`src/rtl/debug_pkg.sv`:
```
// Shared definitions for the debug unit's UART host protocol: opcodes used by
// both the receive decoder and the response transmitter, default link timing,
// and the state encodings of the transmit path.
package debug_pkg;

  // Response opcodes sent to the host
  localparam logic [7:0] OP_SIGNAL  = 8'h01;
  localparam logic [7:0] OP_OK      = 8'h02;
  // Host command opcodes decoded by the receiver
  localparam logic [7:0] OP_PING    = 8'h03;
  localparam logic [7:0] OP_PAUSE   = 8'h04;
  localparam logic [7:0] OP_RESUME  = 8'h05;
  localparam logic [7:0] OP_NEXT    = 8'h06;
  localparam logic [7:0] OP_PROGRAM = 8'h07;

  // 100 MHz system clock, 115200 baud
  localparam int CLKS_PER_BIT_DEFAULT = 868;
  localparam int SIG_BYTES_DEFAULT    = 4;

  typedef enum logic [1:0] {
    SER_IDLE  = 2'd0,
    SER_START = 2'd1,
    SER_DATA  = 2'd2,
    SER_STOP  = 2'd3
  } ser_state_e;

  typedef enum logic {
    PKT_IDLE = 1'b0,
    PKT_XMIT = 1'b1
  } pkt_state_e;

  // Bytes in an OP_SIGNAL packet: opcode, 4 PC bytes, then the snapshot
  function automatic int signal_pkt_len(input int sig_bytes);
    return 5 + sig_bytes;
  endfunction

endpackage

```
`src/rtl/uart_byte_tx.sv`:
```
// 8N1 byte serializer, LSB first. `ready` is high when idle and also during
// the final cycle of the stop bit, so a new byte accepted in that cycle
// follows with no idle gap on the line.
module uart_byte_tx
  import debug_pkg::*;
#(
  parameter int CLKS_PER_BIT = CLKS_PER_BIT_DEFAULT
) (
  input  logic       clk,
  input  logic       rst_n,
  input  logic       start,
  input  logic [7:0] data,
  output logic       ready,
  output logic       tx
);

  localparam int BW = (CLKS_PER_BIT > 1) ? $clog2(CLKS_PER_BIT) : 1;
  localparam logic [BW-1:0] BAUD_LAST = BW'(CLKS_PER_BIT - 1);
  localparam logic [BW-1:0] BAUD_ONE  = BW'(1);
  localparam logic [BW-1:0] BAUD_ZERO = {BW{1'b0}};

  ser_state_e    state_r, state_s;
  logic [BW-1:0] baud_r, baud_s;
  logic [2:0]    bit_r, bit_s;
  logic [7:0]    shift_r, shift_s;
  logic          tx_r, tx_s;
  logic          bit_end_s;

  assign bit_end_s = (baud_r == BAUD_LAST);
  assign ready     = (state_r == SER_IDLE) || ((state_r == SER_STOP) && bit_end_s);
  assign tx        = tx_r;

  // Next-state logic: bit timing, shift register and the registered line value
  always_comb begin
    state_s = state_r;
    baud_s  = baud_r;
    bit_s   = bit_r;
    shift_s = shift_r;
    tx_s    = tx_r;
    case (state_r)
      SER_IDLE: begin
        baud_s = BAUD_ZERO;
        if (start) begin
          state_s = SER_START;
          shift_s = data;
          bit_s   = 3'd0;
          tx_s    = 1'b0;
        end else begin
          tx_s    = 1'b1;
        end
      end
      SER_START: begin
        if (bit_end_s) begin
          baud_s  = BAUD_ZERO;
          state_s = SER_DATA;
          tx_s    = shift_r[0];
        end else begin
          baud_s  = baud_r + BAUD_ONE;
        end
      end
      SER_DATA: begin
        if (bit_end_s) begin
          baud_s = BAUD_ZERO;
          if (bit_r == 3'd7) begin
            state_s = SER_STOP;
            tx_s    = 1'b1;
          end else begin
            bit_s   = bit_r + 3'd1;
            shift_s = {1'b0, shift_r[7:1]};
            tx_s    = shift_r[1];
          end
        end else begin
          baud_s = baud_r + BAUD_ONE;
        end
      end
      SER_STOP: begin
        if (bit_end_s) begin
          baud_s = BAUD_ZERO;
          if (start) begin
            state_s = SER_START;
            shift_s = data;
            bit_s   = 3'd0;
            tx_s    = 1'b0;
          end else begin
            state_s = SER_IDLE;
            tx_s    = 1'b1;
          end
        end else begin
          baud_s = baud_r + BAUD_ONE;
        end
      end
      default: begin
        state_s = SER_IDLE;
        baud_s  = BAUD_ZERO;
        bit_s   = 3'd0;
        tx_s    = 1'b1;
      end
    endcase
  end

  // Serializer state register; reset forces the line high at once
  always_ff @(posedge clk or negedge rst_n) begin
    if (!rst_n) begin
      state_r <= SER_IDLE;
      baud_r  <= BAUD_ZERO;
      bit_r   <= 3'd0;
      shift_r <= 8'h00;
      tx_r    <= 1'b1;
    end else begin
      state_r <= state_s;
      baud_r  <= baud_s;
      bit_r   <= bit_s;
      shift_r <= shift_s;
      tx_r    <= tx_s;
    end
  end

endmodule

```
`src/rtl/debug_uart_tx.sv`:
```
// Debug-unit response transmitter: queues OP_OK and OP_SIGNAL requests,
// frames them into packets and feeds the byte serializer back to back.
module debug_uart_tx
  import debug_pkg::*;
#(
  parameter int CLKS_PER_BIT = CLKS_PER_BIT_DEFAULT,
  parameter int SIG_BYTES    = SIG_BYTES_DEFAULT
) (
  input  logic                   clk,
  input  logic                   rst_n,
  input  logic                   req_ok,
  input  logic                   req_signal,
  input  logic [31:0]            pc,
  input  logic [SIG_BYTES*8-1:0] signals,
  output logic                   busy,
  output logic                   pkt_done,
  output logic                   uart_tx
);

  localparam int PAY_W   = 32 + SIG_BYTES * 8;
  localparam int SIG_LEN = signal_pkt_len(SIG_BYTES);
  localparam int CW      = $clog2(SIG_LEN + 1);
  localparam logic [CW-1:0] LEFT_ZERO = {CW{1'b0}};
  localparam logic [CW-1:0] LEFT_ONE  = CW'(1);
  localparam logic [CW-1:0] LEFT_SIG  = CW'(SIG_LEN - 1);

  pkt_state_e       state_r, state_s;
  logic             pend_ok_r, pend_ok_s;
  logic             pend_sig_r, pend_sig_s;
  logic [PAY_W-1:0] shadow_r, shadow_s;
  logic [PAY_W-1:0] payload_r, payload_s;
  logic [CW-1:0]    left_r, left_s;
  logic             busy_r, busy_s;
  logic             done_r, done_s;
  logic             byte_start_s;
  logic [7:0]       byte_data_s;
  logic             byte_ready_s;

  assign busy     = busy_r;
  assign pkt_done = done_r;

  // Packet sequencing, pending-request bookkeeping and snapshot capture
  always_comb begin
    state_s      = state_r;
    pend_ok_s    = pend_ok_r;
    pend_sig_s   = pend_sig_r;
    shadow_s     = shadow_r;
    payload_s    = payload_r;
    left_s       = left_r;
    done_s       = 1'b0;
    byte_start_s = 1'b0;
    byte_data_s  = payload_r[7:0];
    case (state_r)
      PKT_IDLE: begin
        if (pend_ok_r) begin
          byte_start_s = 1'b1;
          byte_data_s  = OP_OK;
          left_s       = LEFT_ZERO;
          pend_ok_s    = 1'b0;
          state_s      = PKT_XMIT;
        end else if (pend_sig_r) begin
          // Freeze the snapshot for the whole packet
          byte_start_s = 1'b1;
          byte_data_s  = OP_SIGNAL;
          payload_s    = shadow_r;
          left_s       = LEFT_SIG;
          pend_sig_s   = 1'b0;
          state_s      = PKT_XMIT;
        end else begin
          state_s      = PKT_IDLE;
        end
      end
      PKT_XMIT: begin
        if (byte_ready_s) begin
          if (left_r != LEFT_ZERO) begin
            byte_start_s = 1'b1;
            byte_data_s  = payload_r[7:0];
            payload_s    = payload_r >> 8;
            left_s       = left_r - LEFT_ONE;
          end else begin
            done_s       = 1'b1;
            state_s      = PKT_IDLE;
          end
        end else begin
          state_s = PKT_XMIT;
        end
      end
      default: begin
        state_s = PKT_IDLE;
      end
    endcase

    // New requests win over the clear that happens when a packet starts
    if (req_ok) begin
      pend_ok_s = 1'b1;
    end else begin
      pend_ok_s = pend_ok_s;
    end
    if (req_signal) begin
      pend_sig_s = 1'b1;
      shadow_s   = {signals, pc};
    end else begin
      pend_sig_s = pend_sig_s;
    end

    busy_s = (state_s != PKT_IDLE) || pend_ok_s || pend_sig_s;
  end

  // Packet state and output registers
  always_ff @(posedge clk or negedge rst_n) begin
    if (!rst_n) begin
      state_r    <= PKT_IDLE;
      pend_ok_r  <= 1'b0;
      pend_sig_r <= 1'b0;
      shadow_r   <= {PAY_W{1'b0}};
      payload_r  <= {PAY_W{1'b0}};
      left_r     <= LEFT_ZERO;
      busy_r     <= 1'b0;
      done_r     <= 1'b0;
    end else begin
      state_r    <= state_s;
      pend_ok_r  <= pend_ok_s;
      pend_sig_r <= pend_sig_s;
      shadow_r   <= shadow_s;
      payload_r  <= payload_s;
      left_r     <= left_s;
      busy_r     <= busy_s;
      done_r     <= done_s;
    end
  end

  uart_byte_tx #(
    .CLKS_PER_BIT(CLKS_PER_BIT)
  ) u_byte_tx (
    .clk  (clk),
    .rst_n(rst_n),
    .start(byte_start_s),
    .data (byte_data_s),
    .ready(byte_ready_s),
    .tx   (uart_tx)
  );

endmodule
```
`config.mk`:
```
export PLATFORM = sky130hd
export DESIGN_NAME = debug_uart_tx
export DESIGN_NICKNAME = d
export VERILOG_FILES = /design/src/rtl/debug_pkg.sv /design/src/rtl/uart_byte_tx.sv /design/src/rtl/debug_uart_tx.sv
export SDC_FILE = /design/constraint.sdc
export NUM_CORES = 1
export LEC_CHECK = 0
export CORE_ASPECT_RATIO = 1.5
export CORE_MARGIN = 4
export CORE_UTILIZATION = 57
export DETAILED_ROUTE_END_ITERATION = 16
export GPL_TIMING_DRIVEN = 0
export PLACE_DENSITY = 0.8
export SETUP_SLACK_MARGIN = 0.05
export SLEW_MARGIN = 10
export SYNTH_ARGS = -nofsm -noshare
export SYNTH_HDL_FRONTEND = slang
export SYNTH_SLANG_ARGS = --single-unit
```
`constraint.sdc`:
```
create_clock -name clk -period 2.9 [get_ports clk]
set_clock_uncertainty 0.05 [all_clocks]
set_input_delay 0.58 -clock clk [delete_from_list [all_inputs] [get_ports clk]]
set_output_delay 0.58 -clock clk [all_outputs]
set_load 0.05 [all_outputs]
```
==> metrics, run 1 <==
Total GRT Usage=22.8%; Post-CTS Hold Fix Bufs=0; grt met3 use=5.02%; chip width=99 µm; setup bufs post-CTS=0; initial antenna violation count=0; Synth-to-Final Area Change=21.1%; net switching power=1140 µW; pin count of the biggest net entering global routing=99; Clock power frac=44.1%; PwrDens=586 nW/µm²; final wirelength=15600 µm; predominant post-synthesis flop cell=dfrtp_1; Max Cap Viol=0; die height=145 µm; mean area per synthesized cell=12.8 µm²; Syn Nets=631; fillcell total=843; met1 Track Usage GR=26.3%; Vias/cell=5.99; Post-synth EDFFs=0; cell taking the most area after synthesis=dfrtp_1; crit path kind=flip-flop to flip-flop; clock latency on the worst-skew pair=420 ps; ant diodes=0; synthesized flop and latch total=161; total grt overflow=0; worst-case clock buffer depth=2; final net count=720; number of buffers added on ports=69; WP data required=3150 ps; Initial Util=58.6%; sequential fraction of design power=49.4%; H-tree levels=4; Setup WS post-layout=363 ps; sequential-to-total area share from yosys stat=56.9%; post-route minimum period=2540 ps; die footprint=14300 µm²; Row Count=49; maximum vdd drop=0.372 mV; number of global-route vias before repair=5031; Critical Path AT=2790 ps; Worst Tran Pin Value=808 ps; Worst Setup Start Kind=flip-flop; Comb pwr share=6.5%; Sw Share=22.8%; setup tns final=0 ps; CTS tree=done; grt peak-use layer=met2; RSZ-0062 raised after global routing=no; First-pass DRT Iterations=5; Post-DRT Antenna Nets=0; outcome=finished, final reports clean; post-DP HPWL=11000 µm; Leak=0.00349 µW; Clk Tree Root Cell=clkbuf_16; Vias=4834; peak fanout along the critical path=10; drt initial violations=268; Post-Synthesis Cells=552; CTS Sinks=161; Max Slew Vio Count=0; Yosys top cell area share=56.5%; Placer Congestion=0.846; # setup viols final=0; core area=12100 µm²; post-cts repair resize count=0; clk slew on worst S/H paths=60 ps; CTS Buf Count=17; achievable frequency=0.394 GHz; fin util=71.0%; Worst slew margin=46.1%; warnings from Yosys=0; pre-CTS setup slack=402 ps; synth unique cells=55; global-route wire length before repair=25200 µm; mapped cell area=7080 µm²; final worst path period share=87.5%; WL/cell=19.3 µm; top post-synthesis cells by area=dfrtp_1 (57%), mux2_2 (10%), o221a_1 (4.6%), or3_1 (4.4%), o221a_2 (4.3%); share of layout cells above drive strength 1=22.6%; Hold Vio Cnt, Final=0; Min Hold Slack=41.8 ps; Worst Setup End Kind=flip-flop; HP Class=input port to async pin; internal power=3890 µW; routing usage on met2=41.0%; # IOs=71; drt drc=0; asr flop ratio synth=100%
## critical path, stage by stage, from the launching register on
cell and delay (ps):
dfrtp_1 450, inv_1 140, ha_1 170, clkbuf_1 330, nor2_1 270, a2111oi_4 460, buf_6 220, mux2_1 330
## worst paths after layout
path	start	end	slack [ps]	cells past startpoint
worst max register to register	u_byte_tx.state_r[0]	u_byte_tx.shift_r[1]	360	7
max in group asynchronous	rst_n	payload_r[49]	1930	2
worst min register to register	u_byte_tx.tx	u_byte_tx.tx	410	2
worst max-delay path	u_byte_tx.state_r[0]	u_byte_tx.shift_r[1]	360	7
min in group clk	u_byte_tx.tx	u_byte_tx.tx	410	2
worst min-delay path	rst_n	u_byte_tx.baud_r[1]	40	1
## power groups by stage
stage               Clock, µW  Combinational [µW]  Sequential, µW
floorplan                   0                 168            2480
CTS                      2250                 334            2490
global placement            0                 313            2520
global route             2350                 360            2500
finish                   2220                 327            2490
detailed placement          0                 332            2520
## cells in the mapped netlist (all sizes together) (2+ instances only)
library cell    n
or3            50
a31o            2
nand4           2
ha             11
nor4            2
xor2            3
nor2           20
and2            2
o21ai          18
o2bb2ai         2
a41oi           2
o221a          56
nand3           4
mux2i           7
dfrtp         160
o211ai          2
a211oi          2
mux2           68
a31oi           3
buf            11
or2             3
clkbuf         27
nor3            7
a22oi           5
xnor2           5
and3            3
nor2b           3
nand2          26
inv            18
nand2b         11
o31ai           3
## registers in the layout, indices dropped and copies added (netlist names)
signal,count
left_r,4
u_byte_tx.tx,1
payload_r,64
pkt_done,1
state_r,1
u_byte_tx.state_r,2
u_byte_tx.bit_r,3
u_byte_tx.baud_r,10
busy,1
pend_ok_r,1
pend_sig_r,1
u_byte_tx.shift_r,8
shadow_r,64
## cell families after synthesis
family	Yosys count	share of synthesized area, %
adders and majority gates	11	1.94
AOI/OAI and AO/OA	103	14.0
DFF	161	56.9
and+or+nand+nor	138	10.8
buffers and inverters	56	3.57
xor gates and xnor gates	8	0.990
muxes	75	11.8
## routing by layer
metal / share of wire (%) / routed length (µm)
met5: 0 / 0
met4: 2.6 / 411
met2: 54 / 8390
met3: 3.9 / 601
met1: 40 / 6180
## per-stage QoR
step | instances | total power, µW | area (µm²)
5_1_grt | 807 | 5210 | 8580
4_1_cts | 807 | 5070 | 8580
2_1_floorplan | 552 | 2650 | 7080
3_3_place_gp | 774 | 2830 | 7960
3_5_place_dp | 775 | 2860 | 8000
6_report | 807 | 5030 | 8580
## cells in the final DEF (no fill, tap or decap), types with 6 or more instances in the layout
cell             count
or3_1               50
mux2i_1              7
nor3_1               6
inv_1               18
o21ai_1             12
o21ai_0              6
clkdlybuf4s50_1     68
o221a_2             27
nand2_1             26
ha_1                11
mux2_2              65
o221a_1             29
dfrtp_1            160
clkbuf_16           17
nor2_1              18
clkbuf_1            28
nand2b_1            11
## area by class of cell
type / count / area, µm² / area share, %
buffer: 38 / 185 / 2.16
clock buffer: 18 / 429 / 5.00
clock inverter: 14 / 153 / 1.78
inverter: 18 / 67.6 / 0.788
multi-input combinational: 335 / 2800 / 32.6
sequential: 161 / 4030 / 47.0
tap: 153 / 191 / 2.23
timing repair buffer: 70 / 723 / 8.43
No activity file was read; power rests on OpenSTA's default activity.
==> run 2: changes to the inputs <==
- GPL_TIMING_DRIVEN: 0 -> not set
==> metrics, run 2 (synthesized netlist as in run 1, its figures left out) <==
outcome=finished, final reports clean; Row Count=49 (unchanged); final wirelength=15600 µm (+0.18%); total grt overflow=0 (unchanged); Max Slew Vio Count=0 (unchanged); worst-case clock buffer depth=2 (unchanged); CTS tree=done; post-DP HPWL=10500 µm (-4.9%); HP Class=input port to async pin; pin count of the biggest net entering global routing=67 (-32%); clk slew on worst S/H paths=60 ps (about the same); Critical Path AT=2840 ps (+50 ps); RR Endpoint=u_byte_tx.shift_r[4]; Critical Path Source=u_byte_tx.state_r[0]; First-pass DRT Iterations=4 (-1); post-cts repair resize count=0 (unchanged); Worst Setup Start Kind=flip-flop; Placer Congestion=0.882 (+4.2%); Worst slew margin=56.2% (+10 points); PwrDens=628 nW/µm² (+7.1%); final worst path period share=88.3% (+0.84 points); Worst Setup End Kind=flip-flop; die height=145 µm (unchanged); Max Cap Viol=0 (unchanged); initial antenna violation count=0 (unchanged); global-route wire length before repair=25900 µm (+2.7%); # setup viols final=0 (unchanged); most frequent cells in the layout=dfrtp_1 (160), clkdlybuf4s50_1 (68), mux2_2 (65); DP Cell Count=750 (-3.2%); final net count=695 (-3.5%); Hold Vio Cnt, Final=0 (unchanged); Non-Filler Instances=782 (-3.1%); die footprint=14300 µm² (unchanged); Total GRT Usage=23.0% (+0.19 points); Clk Tree Root Cell=clkbuf_16; Initial Util=58.6% (unchanged); Post-CTS Hold Fix Bufs=0 (unchanged); CTS Sinks=161 (unchanged); RSZ-0062 raised after global routing=no; achievable frequency=0.390 GHz (-0.96%); maximum vdd drop=0.401 mV (+7.8%); worst flop-to-flop path startpoint=u_byte_tx.state_r[0]; number of buffers added on ports=70 (+1.4%); ant diodes=0 (unchanged); Post-DRT Antenna Nets=0 (unchanged); drt drc=0 (unchanged); WP data required=3180 ps (+30 ps); # IOs=71 (unchanged); number of global-route vias before repair=5077 (+0.91%); setup bufs post-CTS=0 (unchanged); Worst Tran Pin Value=658 ps (-150 ps); WL/cell=20.0 µm (+3.4%); Min Hold Slack=93.3 ps (+51.4 ps); chip width=99 µm (unchanged); clock latency on the worst-skew pair=420 ps (about the same); Vias=4784 (-1.0%); setup tns final=0 ps (unchanged); register area=4030 µm² (unchanged); share of layout cells above drive strength 1=24.3% (+1.7 points); cell depth of the worst flop-to-flop path=6 (-1); drt initial violations=201 (-25%); commonest non-fill, non-tap cell in the layout=dfrtp_1; post-route minimum period=2560 ps (+24.5 ps); core area=12100 µm² (unchanged); Top Registers=payload_r x64, shadow_r x64, u_byte_tx.baud_r x10; Synth-to-Final Area Change=21.6%; CTS Buf Count=17 (unchanged); crit path kind=flip-flop to flip-flop; fillcell total=807 (-4.3%); peak fanout along the critical path=18 (+8); reg2reg setup slack=340 ps (-20 ps); H-tree levels=4 (unchanged); Vias/cell=6.12 (+2.1%); Leak=0.00352 µW (+0.97%); area of the multi-input gates=2810 µm² (+0.49%)
[run 2: cell types whose count changed in the layout (fill, tap and decap cells not counted), sizes merged]
cell	before	now
buf	13	15
bufinv	2	6
clkbuf	45	20
clkinv	3	4
clkinvlp	3	0
inv	24	20
[run 2: metrics by stage]
| step | cell area [µm²] | utilization (%) | setup WS [ps] | power, µW |
|---|---|---|---|---|
| after floorplan | 7080 | - | 707 | 2650 |
| after CTS | 8610 | 71.3 | 337 | 5440 |
| after detailed placement | 7920 | 65.6 | 368 | 2860 |
| after global routing | 8610 | 71.3 | 93.9 | 5580 |
| final | 8610 | 71.3 | 338 | 5410 |
| after global placement | 7920 | 65.6 | 616 | 2840 |
[run 2: cell type report]
type	instances	share of cell area [%]
clock inverter	12	2.62
timing repair buffer	83	9.52
multi-input combinational	335	32.6
clock buffer	20	5.42
inverter	18	0.785
sequential	161	46.8
tap	153	2.22
[run 2: power by group]
group	leakage, µW	total, µW	switching [µW]	internal (µW)
clock	0.000341	2590	898	1690
combinational	0.00121	330	116	214
sequential	0.00198	2490	99.7	2390
total	0.00352	5410	1110	4300
[run 2: routing by layer]
metal  GRT usage [%]  routed length [µm]
met5               0                   0
met4            10.8                 503
met3            4.34                 514
met2            39.4                8450
met1            28.0                6130
[run 2: worst max path at each step]
stage / to / slack, ps / depth (start not counted)
finish: u_byte_tx.shift_r[4] / 340 / 6
global route: u_byte_tx.shift_r[4] / 90 / 6
CTS: u_byte_tx.shift_r[3] / 340 / 6
detailed placement: u_byte_tx.shift_r[4] / 370 / 6
global placement: u_byte_tx.shift_r[4] / 620 / 6
floorplan: u_byte_tx.shift_r[1] / 710 / 8
[run 2: critical path, stage by stage, from the launching register on]
cell,delay (ps)
dfrtp_1,440
inv_1,150
ha_1,560
nor2_1,300
a2111oi_4,510
buf_4,250
mux2i_1,220
==> run 3: changes to the inputs <==
- CELL_PAD_IN_SITES_DETAIL_PLACEMENT: not set -> 0
- CELL_PAD_IN_SITES_GLOBAL_PLACEMENT: not set -> 1
- CORE_UTILIZATION: 57 -> 46
- PLACE_DENSITY: 0.8 -> not set
- PLACE_DENSITY_LB_ADDON: not set -> 0.1
==> metrics, run 3 (synthesized netlist as in run 1, its figures left out) <==
outcome=finished, final reports clean; share of layout cells above drive strength 1=24.3% (-0.039 points); # setup viols final=0 (unchanged); Max Slew Vio Count=0 (unchanged); Total GRT Usage=18.6% (-4.4 points); core area=15100 µm² (+25%); global-route wire length before repair=25100 µm (-3.1%); final wirelength=15400 µm (-1.4%); post-cts repair resize count=0 (unchanged); peak fanout along the critical path=18 (unchanged); pin count of the biggest net entering global routing=62 (-7.5%); final worst path period share=89.9% (+1.6 points); total grt overflow=0 (unchanged); slowest library cell on the worst path=a2111oi_4; Vias/cell=5.60 (-8.4%); PwrDens=563 nW/µm² (-10%); setup tns final=0 ps (unchanged); Vias=4644 (-2.9%); Placer Congestion=0.769 (-13%); die footprint=17500 µm² (+22%); WP data required=3180 ps (about the same); H-tree levels=4 (unchanged); Worst Setup Start Kind=flip-flop; number of buffers added on ports=70 (unchanged); post-DP HPWL=10800 µm (+3.4%); Setup WS post-layout=292 ps (-46.2 ps); Top Registers=payload_r x64, shadow_r x64, u_byte_tx.baud_r x10; number of global-route vias before repair=4816 (-5.1%); achievable frequency=0.383 GHz (-1.8%); DP Cell Count=797 (+6.3%); ant diodes=0 (unchanged); Non-Filler Instances=829 (+6.0%); worst flop-to-flop path startpoint=u_byte_tx.state_r[0]; Worst slew margin=50.9% (-5.2 points); most frequent cells in the layout=dfrtp_1 (160), clkdlybuf4s50_1 (68), mux2_2 (65); Critical Path Source=u_byte_tx.state_r[0]; HP Class=input port to async pin; initial antenna violation count=0 (unchanged); Worst Setup End Kind=flip-flop; crit-path cells=inv_1 > ha_1 > nor2_1 > a2111oi_4 > buf_4 > mux2i_1; slowest stage delay, CP=580 ps (+20 ps); Hold Vio Cnt, Final=0 (unchanged); CTS tree=done; Synth-to-Final Area Change=20.3%; clk slew on worst S/H paths=60 ps (about the same); Critical Path AT=2890 ps (+50 ps); Clk Tree Root Cell=clkbuf_16; final net count=696 (+0.14%); Max Cap Viol=0 (unchanged); Leak=0.00343 µW (-2.6%); CTS Buf Count=17 (unchanged); WL/cell=18.6 µm (-7.0%); fin util=56.5% (-15 points); setup bufs post-CTS=0 (unchanged); Row Count=55 (+12%); chip width=109 µm (+10%); drt drc=0 (unchanged); Post-DRT Antenna Nets=0 (unchanged); RSZ-0062 raised after global routing=no; clock latency on the worst-skew pair=420 ps (about the same); First-pass DRT Iterations=4 (unchanged); post-route minimum period=2610 ps (+46.2 ps); drt initial violations=296 (+47%); Post-CTS Hold Fix Bufs=0 (unchanged); Min Hold Slack=72.7 ps (-20.6 ps); commonest non-fill, non-tap cell in the layout=dfrtp_1; # IOs=71 (unchanged); Initial Util=47.0% (-12 points); die height=160 µm (+11%); pre-CTS setup slack=319 ps (-49.1 ps); cell depth of the worst flop-to-flop path=6 (unchanged); worst-case clock buffer depth=2 (unchanged); crit path kind=flip-flop to flip-flop; Worst Tran Pin Value=736 ps (+78.4 ps); maximum vdd drop=0.263 mV (-34%); CTS Sinks=161 (unchanged)
[run 3: cell types whose count changed in the layout (fill, tap and decap cells not counted), moves of 3 or more]
| cell | change |
|---|---|
| bufinv_16 | -6 |
| clkbuf_8 | -3 |
| clkinv_2 | +4 |
| clkinvlp_4 | +6 |
[run 3: final timing paths]
| path | end | slack, ps |
|---|---|---|
| setup / recovery | u_byte_tx.shift_r[4] | 290 |
| hold / removal | u_byte_tx.state_r[1] | 70 |
| max in group asynchronous | payload_r[14] | 2020 |
| setup reg to reg | u_byte_tx.shift_r[4] | 290 |
| min in group clk | u_byte_tx.tx | 410 |
| hold reg to reg | u_byte_tx.tx | 410 |
[run 3: cell type report]
type	count	area [µm²]
multi-input combinational	335	2810
sequential	161	4030
timing repair buffer	84	840
clock inverter	14	92.6
inverter	18	67.6
fill	1245	6550
clock buffer	18	429
tap	199	249
[run 3: power by group]
part / leakage (µW) / total (µW) / internal (µW) / switching [µW]
clock: 0.000244 / 1990 / 1090 / 900
combinational: 0.00121 / 325 / 214 / 110
sequential: 0.00198 / 2490 / 2390 / 95.3
total: 0.00343 / 4800 / 3690 / 1110
[run 3: per-stage QoR]
| stage | instance area [µm²] | total power, µW |
|---|---|---|
| final | 8520 | 4800 |
| after global routing | 8520 | 4980 |
| after CTS | 8520 | 4860 |
| after detailed placement | 8000 | 2860 |
| after global placement | 8000 | 2850 |
| after floorplan | 7080 | 2650 |
[run 3: worst max-delay path: cells and delay by family (launching register included)]
| family | cells | cell delay, ps |
|---|---|---|
| muxes | 1 | 200 |
| and+or+nand+nor | 1 | 300 |
| adders and majority gates | 1 | 560 |
| buffers and inverters | 2 | 380 |
| AOI/OAI and AO/OA | 1 | 580 |
| DFF | 1 | 440 |
[run 3: routing by layer]
metal | routed length, µm | up-vias | global-route usage, %
li1 | - | 2180 | -
met1 | 6260 | 2367 | 22.5
met2 | 8420 | 79 | 32.4
met3 | 475 | 18 | 4.21
met4 | 241 | 0 | 5.96
met5 | 0 | - | 0
